### config.mk
export PLATFORM = sky130hd
export DESIGN_NAME = game_flow_ctrl
export DESIGN_NICKNAME = d
export VERILOG_FILES = /design/src/rtl/game_flow_ctrl.sv
export SDC_FILE = /design/constraint.sdc
export NUM_CORES = 1
export LEC_CHECK = 0
export ABC_AREA = 1
export BUFFER_PORTS_ARGS = -buffer_cell sky130_fd_sc_hd__buf_2
export CAP_MARGIN = 0
export CORE_AREA = 10 10 135 137
export CTS_CLUSTER_SIZE = 10
export DETAILED_ROUTE_END_ITERATION = 10
export DIE_AREA = 0 0 145 147
export REMOVE_ABC_BUFFERS = 1
export SYNTH_ARGS = -nofsm -noshare
export SYNTH_HDL_FRONTEND = slang
export SYNTH_SLANG_ARGS = --single-unit
### constraint.sdc
create_clock -name clk_10 -period 3.7 [get_ports clk_10]
set_input_delay 0.37 -clock clk_10 [delete_from_list [all_inputs] [get_ports clk_10]]
set_output_delay 0.37 -clock clk_10 [all_outputs]
set_load 0.01 [all_outputs]
### src/rtl/game_flow_ctrl.sv
// Game sequencer: IDLE/RUN/HIT/OVER flow, bird-vs-tube/bound collision, best score.
// Optional macro SCORE_SPEED_EN enables the score-dependent scroll step output.
module game_flow_ctrl #(
    parameter int BIRD_X      = 200,
    parameter int BIRD_HALF   = 8,
    parameter int TUBE_HALF_W = 20,
    parameter int GAP_HALF    = 60,
    parameter int Y_TOP       = 0,
    parameter int Y_BOT       = 479,
    parameter int FLASH_TICKS = 16,
    parameter int GRACE       = 2
) (
    input  logic       clk_10,
    input  logic       clr,
    input  logic       btn_start,
    input  logic [9:0] bird_y,
    input  logic [9:0] x1,
    input  logic [9:0] y1,
    input  logic [9:0] x2,
    input  logic [9:0] y2,
    input  logic [9:0] x3,
    input  logic [9:0] y3,
    input  logic [9:0] score,
    output logic       over,
    output logic       tube_clr,
    output logic [1:0] state,
    output logic [2:0] hit_cause,
    output logic       flash,
    output logic [9:0] best_score,
    output logic [2:0] step
);

    localparam int FLASH_W = (FLASH_TICKS > 4) ? $clog2(FLASH_TICKS) : 2;
    localparam int GRACE_W = (GRACE > 0) ? $clog2(GRACE + 1) : 1;

    localparam logic signed [10:0] BX   = 11'(BIRD_X);
    localparam logic signed [10:0] BH   = 11'(BIRD_HALF);
    localparam logic signed [10:0] NEAR = 11'(TUBE_HALF_W + BIRD_HALF);
    localparam logic signed [10:0] GH   = 11'(GAP_HALF);
    localparam logic signed [10:0] YT   = 11'(Y_TOP);
    localparam logic signed [10:0] YB   = 11'(Y_BOT);

    typedef enum logic [1:0] {
        S_IDLE = 2'd0,
        S_RUN  = 2'd1,
        S_HIT  = 2'd2,
        S_OVER = 2'd3
    } state_t;

    typedef enum logic [2:0] {
        C_NONE  = 3'd0,
        C_TUBE1 = 3'd1,
        C_TUBE2 = 3'd2,
        C_TUBE3 = 3'd3,
        C_BOUND = 3'd4
    } cause_t;

    state_t               state_q, state_d;
    cause_t               cause_q, cause_d, cur_cause;
    logic                 over_q, over_d;
    logic                 tclr_q, tclr_d;
    logic                 btn_prev;
    logic                 start_edge;
    logic [FLASH_W-1:0]   flash_cnt_q, flash_cnt_d;
    logic [GRACE_W-1:0]   grace_q, grace_d;
    logic [9:0]           best_q, best_d;

    // Tube i blocks the bird when horizontally overlapping and not fully inside the gap.
    function automatic logic tube_hit(input logic [9:0] xi, input logic [9:0] yi,
                                      input logic signed [10:0] by);
        logic signed [10:0] dx;
        logic signed [10:0] adx;
        logic signed [10:0] ty;
        logic               in_gap;
        dx     = BX - $signed({1'b0, xi});
        adx    = dx[10] ? -dx : dx;
        ty     = $signed({1'b0, yi});
        in_gap = (by - BH >= ty - GH) && (by + BH <= ty + GH);
        return (adx <= NEAR) && !in_gap;
    endfunction

    always_comb begin
        logic signed [10:0] by;
        by = $signed({1'b0, bird_y});
        if ((by - BH < YT) || (by + BH > YB)) cur_cause = C_BOUND;
        else if (tube_hit(x1, y1, by))        cur_cause = C_TUBE1;
        else if (tube_hit(x2, y2, by))        cur_cause = C_TUBE2;
        else if (tube_hit(x3, y3, by))        cur_cause = C_TUBE3;
        else                                  cur_cause = C_NONE;
    end

    assign start_edge = btn_start & ~btn_prev;

    // NOTE: every signal driven here gets a default first, so no path can infer a latch.
    always_comb begin
        state_d     = state_q;
        over_d      = over_q;
        tclr_d      = 1'b0;
        cause_d     = cause_q;
        flash_cnt_d = '0;
        grace_d     = grace_q;
        best_d      = best_q;
        case (state_q)
            S_IDLE: begin
                if (start_edge) begin
                    state_d = S_RUN;
                    tclr_d  = 1'b1;
                    over_d  = 1'b0;
                    grace_d = GRACE_W'(GRACE);
                end
            end
            S_RUN: begin
                if (grace_q != '0) begin
                    grace_d = grace_q - 1'b1;
                end else if (cur_cause != C_NONE) begin
                    state_d = S_HIT;
                    over_d  = 1'b1;
                    cause_d = cur_cause;
                end
            end
            S_HIT: begin
                if (flash_cnt_q == FLASH_W'(FLASH_TICKS - 1)) begin
                    state_d = S_OVER;
                    if (score > best_q) best_d = score;
                end else begin
                    flash_cnt_d = flash_cnt_q + 1'b1;
                end
            end
            S_OVER: begin
                if (start_edge) begin
                    state_d = S_RUN;
                    tclr_d  = 1'b1;
                    over_d  = 1'b0;
                    cause_d = C_NONE;
                    grace_d = GRACE_W'(GRACE);
                end
            end
            default: state_d = S_IDLE;
        endcase
    end

    // NOTE: state registers use non-blocking assignments so all flops update from pre-edge values.
    always_ff @(posedge clk_10 or posedge clr) begin
        if (clr) begin
            state_q     <= S_IDLE;
            over_q      <= 1'b1;
            tclr_q      <= 1'b0;
            cause_q     <= C_NONE;
            flash_cnt_q <= '0;
            grace_q     <= '0;
            best_q      <= '0;
            btn_prev    <= 1'b0;
        end else begin
            state_q     <= state_d;
            over_q      <= over_d;
            tclr_q      <= tclr_d;
            cause_q     <= cause_d;
            flash_cnt_q <= flash_cnt_d;
            grace_q     <= grace_d;
            best_q      <= best_d;
            btn_prev    <= btn_start;
        end
    end

`ifdef SCORE_SPEED_EN
    logic [2:0] step_q, step_d;

    // 1 + min(score/10, 3) expressed as threshold compares.
    always_comb begin
        step_d = step_q;
        if (state_q == S_RUN) begin
            if      (score >= 10'd30) step_d = 3'd4;
            else if (score >= 10'd20) step_d = 3'd3;
            else if (score >= 10'd10) step_d = 3'd2;
            else                      step_d = 3'd1;
        end else if (tclr_d) begin
            step_d = 3'd1;
        end
    end

    always_ff @(posedge clk_10 or posedge clr) begin
        if (clr) step_q <= 3'd1;
        else     step_q <= step_d;
    end

    assign step = step_q;
`else
    assign step = 3'd1;
`endif

    assign state      = state_q;
    assign over       = over_q;
    assign tube_clr   = tclr_q;
    assign hit_cause  = cause_q;
    assign flash      = (state_q == S_HIT) & flash_cnt_q[1];
    assign best_score = best_q;

endmodule

==> summary by stage <==
Synthesis
The cell area that synthesis handed to floorplanning was 0.00537 mm^2. The post-synthesis async set-or-reset flop share is 1.00. Sorting the synthesized cells by area gives the leading types as sky130_fd_sc_hd__ha_1 (20%), sky130_fd_sc_hd__nand2_1 (15%), sky130_fd_sc_hd__dfrtp_1 (11%), sky130_fd_sc_hd__inv_1 (8.9%), sky130_fd_sc_hd__nand3_1 (7.7%). The netlist uses 39 different library cells. Of the total synthesized cell area, the portion taken by XOR and XNOR cells is 0.0750.

The cell type contributing the most total cell area after synthesis is sky130_fd_sc_hd__ha_1. Of the total synthesized cell area, the portion taken by full adders, half adders and majority gates is 0.205. Counting every instance in the synthesized netlist gives 872.

The post-synthesis register bit count is 24. The compound-gate portion of the synthesized area is 0.0943. The dominant combinational cell family by area after synthesis is simple AND/OR/NAND/NOR gates. The share of synthesized area in the top cell type comes to 0.205.

Of the total synthesized cell area, the portion taken by AND, OR, NAND and NOR gates is 0.404. The synthesized design contains 0 enable-type register cells. In this run the mean area of a mapped cell was 6.16 um^2. The synthesis warning total is 0. The commonest register cell after synthesis is sky130_fd_sc_hd__dfrtp_1.

Of the post-synthesis cell area, the part taken by muxes is 0. The sequential area share after synthesis is 0.112.

Route
The routed via count divided by cell count is around 4.6. Summing over every cut layer, the via total after detailed routing is approximately 5500. In the routed design, unresolved DRC markers number 0. The number of DRC markers in iteration 0 is 188. Before antenna repair, the detailed router went through 4 iterations.

The wire length after detailed routing is 14.1 mm. The routed wire length per instance is between 10 and 15 um. The post-route antenna net violation count is 0.

Worst setup path
The startpoint of the most critical setup path is bird_y[3]. The category of the worst setup path capture point is a flop. The critical path is of the in2reg type. The required time at the worst-slack endpoint is 3.89 ns. The worst path arrival time is 3.16 ns.

Of all nets on the critical path, the largest fanout is 10. In this run the critical register-to-register path is launched from best_score[9]$_DFFE_PP0P_. The worst setup path is launched from an input pin.

Clock tree
After clock tree synthesis, the setup repair step added 0 buffers. The quantity of gates resized following cts is 0. No sink is reached through more buffers than the 2 on the longest clock path. The clock latency on the worst-skew pair is 0.26 ns.

Counting the buffers created by CTS gives 3. The level count of the clock H-tree is 1. The quantity of hold-fixing buffers added after cts is 0.

The TritonCTS clock tree is done. Clock-pin slew was measured on the worst setup and hold paths at 0.07 ns. The root buffer cell is sky130_fd_sc_hd__clkbuf_16.

Clock tree synthesis found a total of 24 sinks.

Die
Pin placement for this block handled 104 I/O pins. The horizontal die dimension is between 100 and 150 um. Measured along the y axis, the die boundary spans 147 um. The die covers 0.0213 mm^2. The count of standard-cell rows is 46. The initial utilization of the core area, before any placement, comes to 0.345.

The region available for standard cell placement spans 0.0156 mm^2.

Placed design
The count of buffers added on input and output ports is 100. At the end of routability-driven placement, the weighted congestion stood at slightly above 0.8. After detailed placement, the design holds a cell count of 1182. The post-detailed-placement cell area is 0.00610 mm^2. Summed over all nets, the half-perimeter wirelength after detailed placement is 12.4 mm.

Finish
The number of nets in the final layout is ~1100. The count of non-filler cells in the finished layout is about 1200. 0 antenna diodes ended up in the layout.

The count of fill cells added during filler insertion is 1735. Compared with the post-synthesis result, the final layout area differs by 15.4%. The share of post-route cells with drive strength above 1 is 0.173. Summing all non-filler instances in the final layout gives an area of 0.00620 mm^2.

STA
The count of final max-slew check failures came to 0. The count of endpoints failing hold in the final timing report is 0. The worst pin sits at a relative slew slack of 0.397. The final setup violation count is 0.

The clock tree skew after final layout is 0.00600 ns. Setup repair after global routing left no endpoint under its margin. In the final timing run, aggregate negative setup slack is 0 ns. Dividing the final minimum period by the clock period gives 0.803. The worst hold margin is 0.229 ns. The routed design could run at a clock period as short as approximately 3.0 ns. Timing would allow up to approximately 340 MHz. The transition at the pin with the smallest max-transition slack is 0.903 ns.

Global route
The first-pass GRT wire length is 24.3 mm. Entering global routing, the biggest net connects 25 pins. The via count of the first global-routing pass came to 5305. The global router's overall resource usage is 0.130. Global routing finished with a remaining overflow of 0. The number of antenna violations at the first check in global routing is 1.

Status
The flow ran to the end, and the final reports show no timing, DRC or antenna violations.

Power and ir drop
The share of total power dissipated in combinational logic is 0.585. The total power draw is ~1.6 mW. The clock group share of total power is 0.194. The internal power of the cells totals 883 uW. The power density over the cells is 257 mW/mm^2. Of the total power, the share spent switching nets is 0.445. Summed over all nets, the switching power comes to 708 uW. The share of power burned in registers is 0.221. The maximum resistive drop on vdd is 268 uV.

The static power due to leakage is 3.54 nW.

Worst hold path
The worst hold path begins at btn_start. The worst hold path belongs to the class in2reg.

Job
The number of maximum-capacitance constraint violations is 0.
==> registers in the layout, summed over array words and instances (netlist names) <==
name         flops
state            2
tube_clr         1
best_score      10
grace_q          2
hit_cause        3
flash_cnt_q      4
btn_prev         1
over             1
==> kinds of logic after synthesis <==
group,after synthesis
other,2
flip-flops,24
AO/OA/AOI/OAI,91
buffers and inverters,145
XOR/XNOR,46
AND/OR/NAND/NOR,476
adder cells (fa/ha/maj),88
==> path summary, 6_finish.rpt <==
check	end	slack [ns]	depth (start not counted)
max in group asynchronous	grace_q[0]$_DFFE_PP0P_	2.84	2
setup / recovery	state[0]$_DFFE_PP0P_	0.73	19
hold / removal	btn_prev$_DFF_PP0_	0.23	1
hold reg to reg	flash_cnt_q[0]$_DFF_PP0_	0.47	1
setup reg to reg	best_score[5]$_DFFE_PP0P_	1.41	9
min in group asynchronous	best_score[5]$_DFFE_PP0P_	0.30	2
==> synth_stat cells (4+ instances only) <==
cell type,instances
sky130_fd_sc_hd__nor3_1,9
sky130_fd_sc_hd__o21a_1,4
sky130_fd_sc_hd__nand4_1,18
sky130_fd_sc_hd__xor2_1,39
sky130_fd_sc_hd__inv_1,127
sky130_fd_sc_hd__nor2_1,89
sky130_fd_sc_hd__nand2_1,217
sky130_fd_sc_hd__nand3_2,6
sky130_fd_sc_hd__buf_4,4
sky130_fd_sc_hd__o21ai_0,19
sky130_fd_sc_hd__nand2_2,23
sky130_fd_sc_hd__or2_2,5
sky130_fd_sc_hd__nor2_2,9
sky130_fd_sc_hd__dfrtp_1,23
sky130_fd_sc_hd__a21oi_1,48
sky130_fd_sc_hd__o2111ai_1,4
sky130_fd_sc_hd__nand3b_1,6
sky130_fd_sc_hd__xnor2_1,7
sky130_fd_sc_hd__nand3_1,83
sky130_fd_sc_hd__o21ai_1,5
sky130_fd_sc_hd__ha_1,88
sky130_fd_sc_hd__inv_2,8
==> power by group through the flow <==
stage                     Sequential [mW]  Clock (mW)  Combinational (mW)
final                               0.351       0.309               0.930
after global routing                0.359       0.327                1.09
after CTS                           0.353       0.315               0.941
after detailed placement            0.357           0               0.938
after global placement              0.358           0               0.927
after floorplan                     0.362           0               0.656
==> layer usage <==
layer	GRT usage	share of wire	up-vias
li1	-	-	3023
met1	0.167	0.49	2362
met2	0.230	0.46	107
met3	0.0154	0.037	15
met4	0.0215	0.013	2
met5	0	0.00085	-
==> placed cells by master (no fill, tap or decap), types with 4 or more instances in the layout <==
| master | instances |
|---|---|
| sky130_fd_sc_hd__a21oi_1 | 48 |
| sky130_fd_sc_hd__buf_2 | 100 |
| sky130_fd_sc_hd__dfrtp_1 | 23 |
| sky130_fd_sc_hd__ha_1 | 88 |
| sky130_fd_sc_hd__inv_1 | 127 |
| sky130_fd_sc_hd__inv_2 | 8 |
| sky130_fd_sc_hd__nand2_1 | 217 |
| sky130_fd_sc_hd__nand2_2 | 23 |
| sky130_fd_sc_hd__nand3_1 | 83 |
| sky130_fd_sc_hd__nand3_2 | 6 |
| sky130_fd_sc_hd__nand3b_1 | 6 |
| sky130_fd_sc_hd__nand4_1 | 18 |
| sky130_fd_sc_hd__nor2_1 | 89 |
| sky130_fd_sc_hd__nor2_2 | 9 |
| sky130_fd_sc_hd__nor3_1 | 9 |
| sky130_fd_sc_hd__o2111ai_1 | 4 |
| sky130_fd_sc_hd__o21a_1 | 4 |
| sky130_fd_sc_hd__o21ai_0 | 19 |
| sky130_fd_sc_hd__o21ai_1 | 5 |
| sky130_fd_sc_hd__or2_2 | 5 |
| sky130_fd_sc_hd__xnor2_1 | 7 |
| sky130_fd_sc_hd__xor2_1 | 39 |
==> metrics by stage <==
step / utilization / setup WS (ns)
6_report: 0.398 / 0.729
5_1_grt: 0.398 / 0.272
4_1_cts: 0.398 / 0.707
3_5_place_dp: 0.391 / 0.436
3_3_place_gp: 0.391 / 0.504
2_1_floorplan: - / 0.958
==> worst max-delay path: stages <==
cell and delay (ns):
sky130_fd_sc_hd__buf_2 0.12, sky130_fd_sc_hd__inv_1 0.27, sky130_fd_sc_hd__ha_1 0.24, sky130_fd_sc_hd__nand2_1 0.08
sky130_fd_sc_hd__nor3_1 0.18, sky130_fd_sc_hd__xor2_1 0.33, sky130_fd_sc_hd__ha_1 0.30, sky130_fd_sc_hd__nand2_1 0.08
sky130_fd_sc_hd__nor2_1 0.07, sky130_fd_sc_hd__nand3_1 0.08, sky130_fd_sc_hd__nand3_1 0.08, sky130_fd_sc_hd__or2_2 0.28
sky130_fd_sc_hd__nand3_1 0.07, sky130_fd_sc_hd__nand2_1 0.07, sky130_fd_sc_hd__nand4_2 0.12, sky130_fd_sc_hd__nand3_2 0.16
sky130_fd_sc_hd__nand3_2 0.13, sky130_fd_sc_hd__nand2_1 0.05, sky130_fd_sc_hd__o21ai_1 0.07
==> final cells by class <==
class                           instances  area [um^2]  area share
Tap cell                              216          270      0.0436
Clock inverter                          1         30.0     0.00484
Inverter                              135          507      0.0817
Timing Repair Buffer                  103          523      0.0843
Clock buffer                            3         75.1      0.0121
Multi-Input combinational cell        704         4190       0.676
Sequential cell                        24          602      0.0971
(Power assumes the default switching activity.)
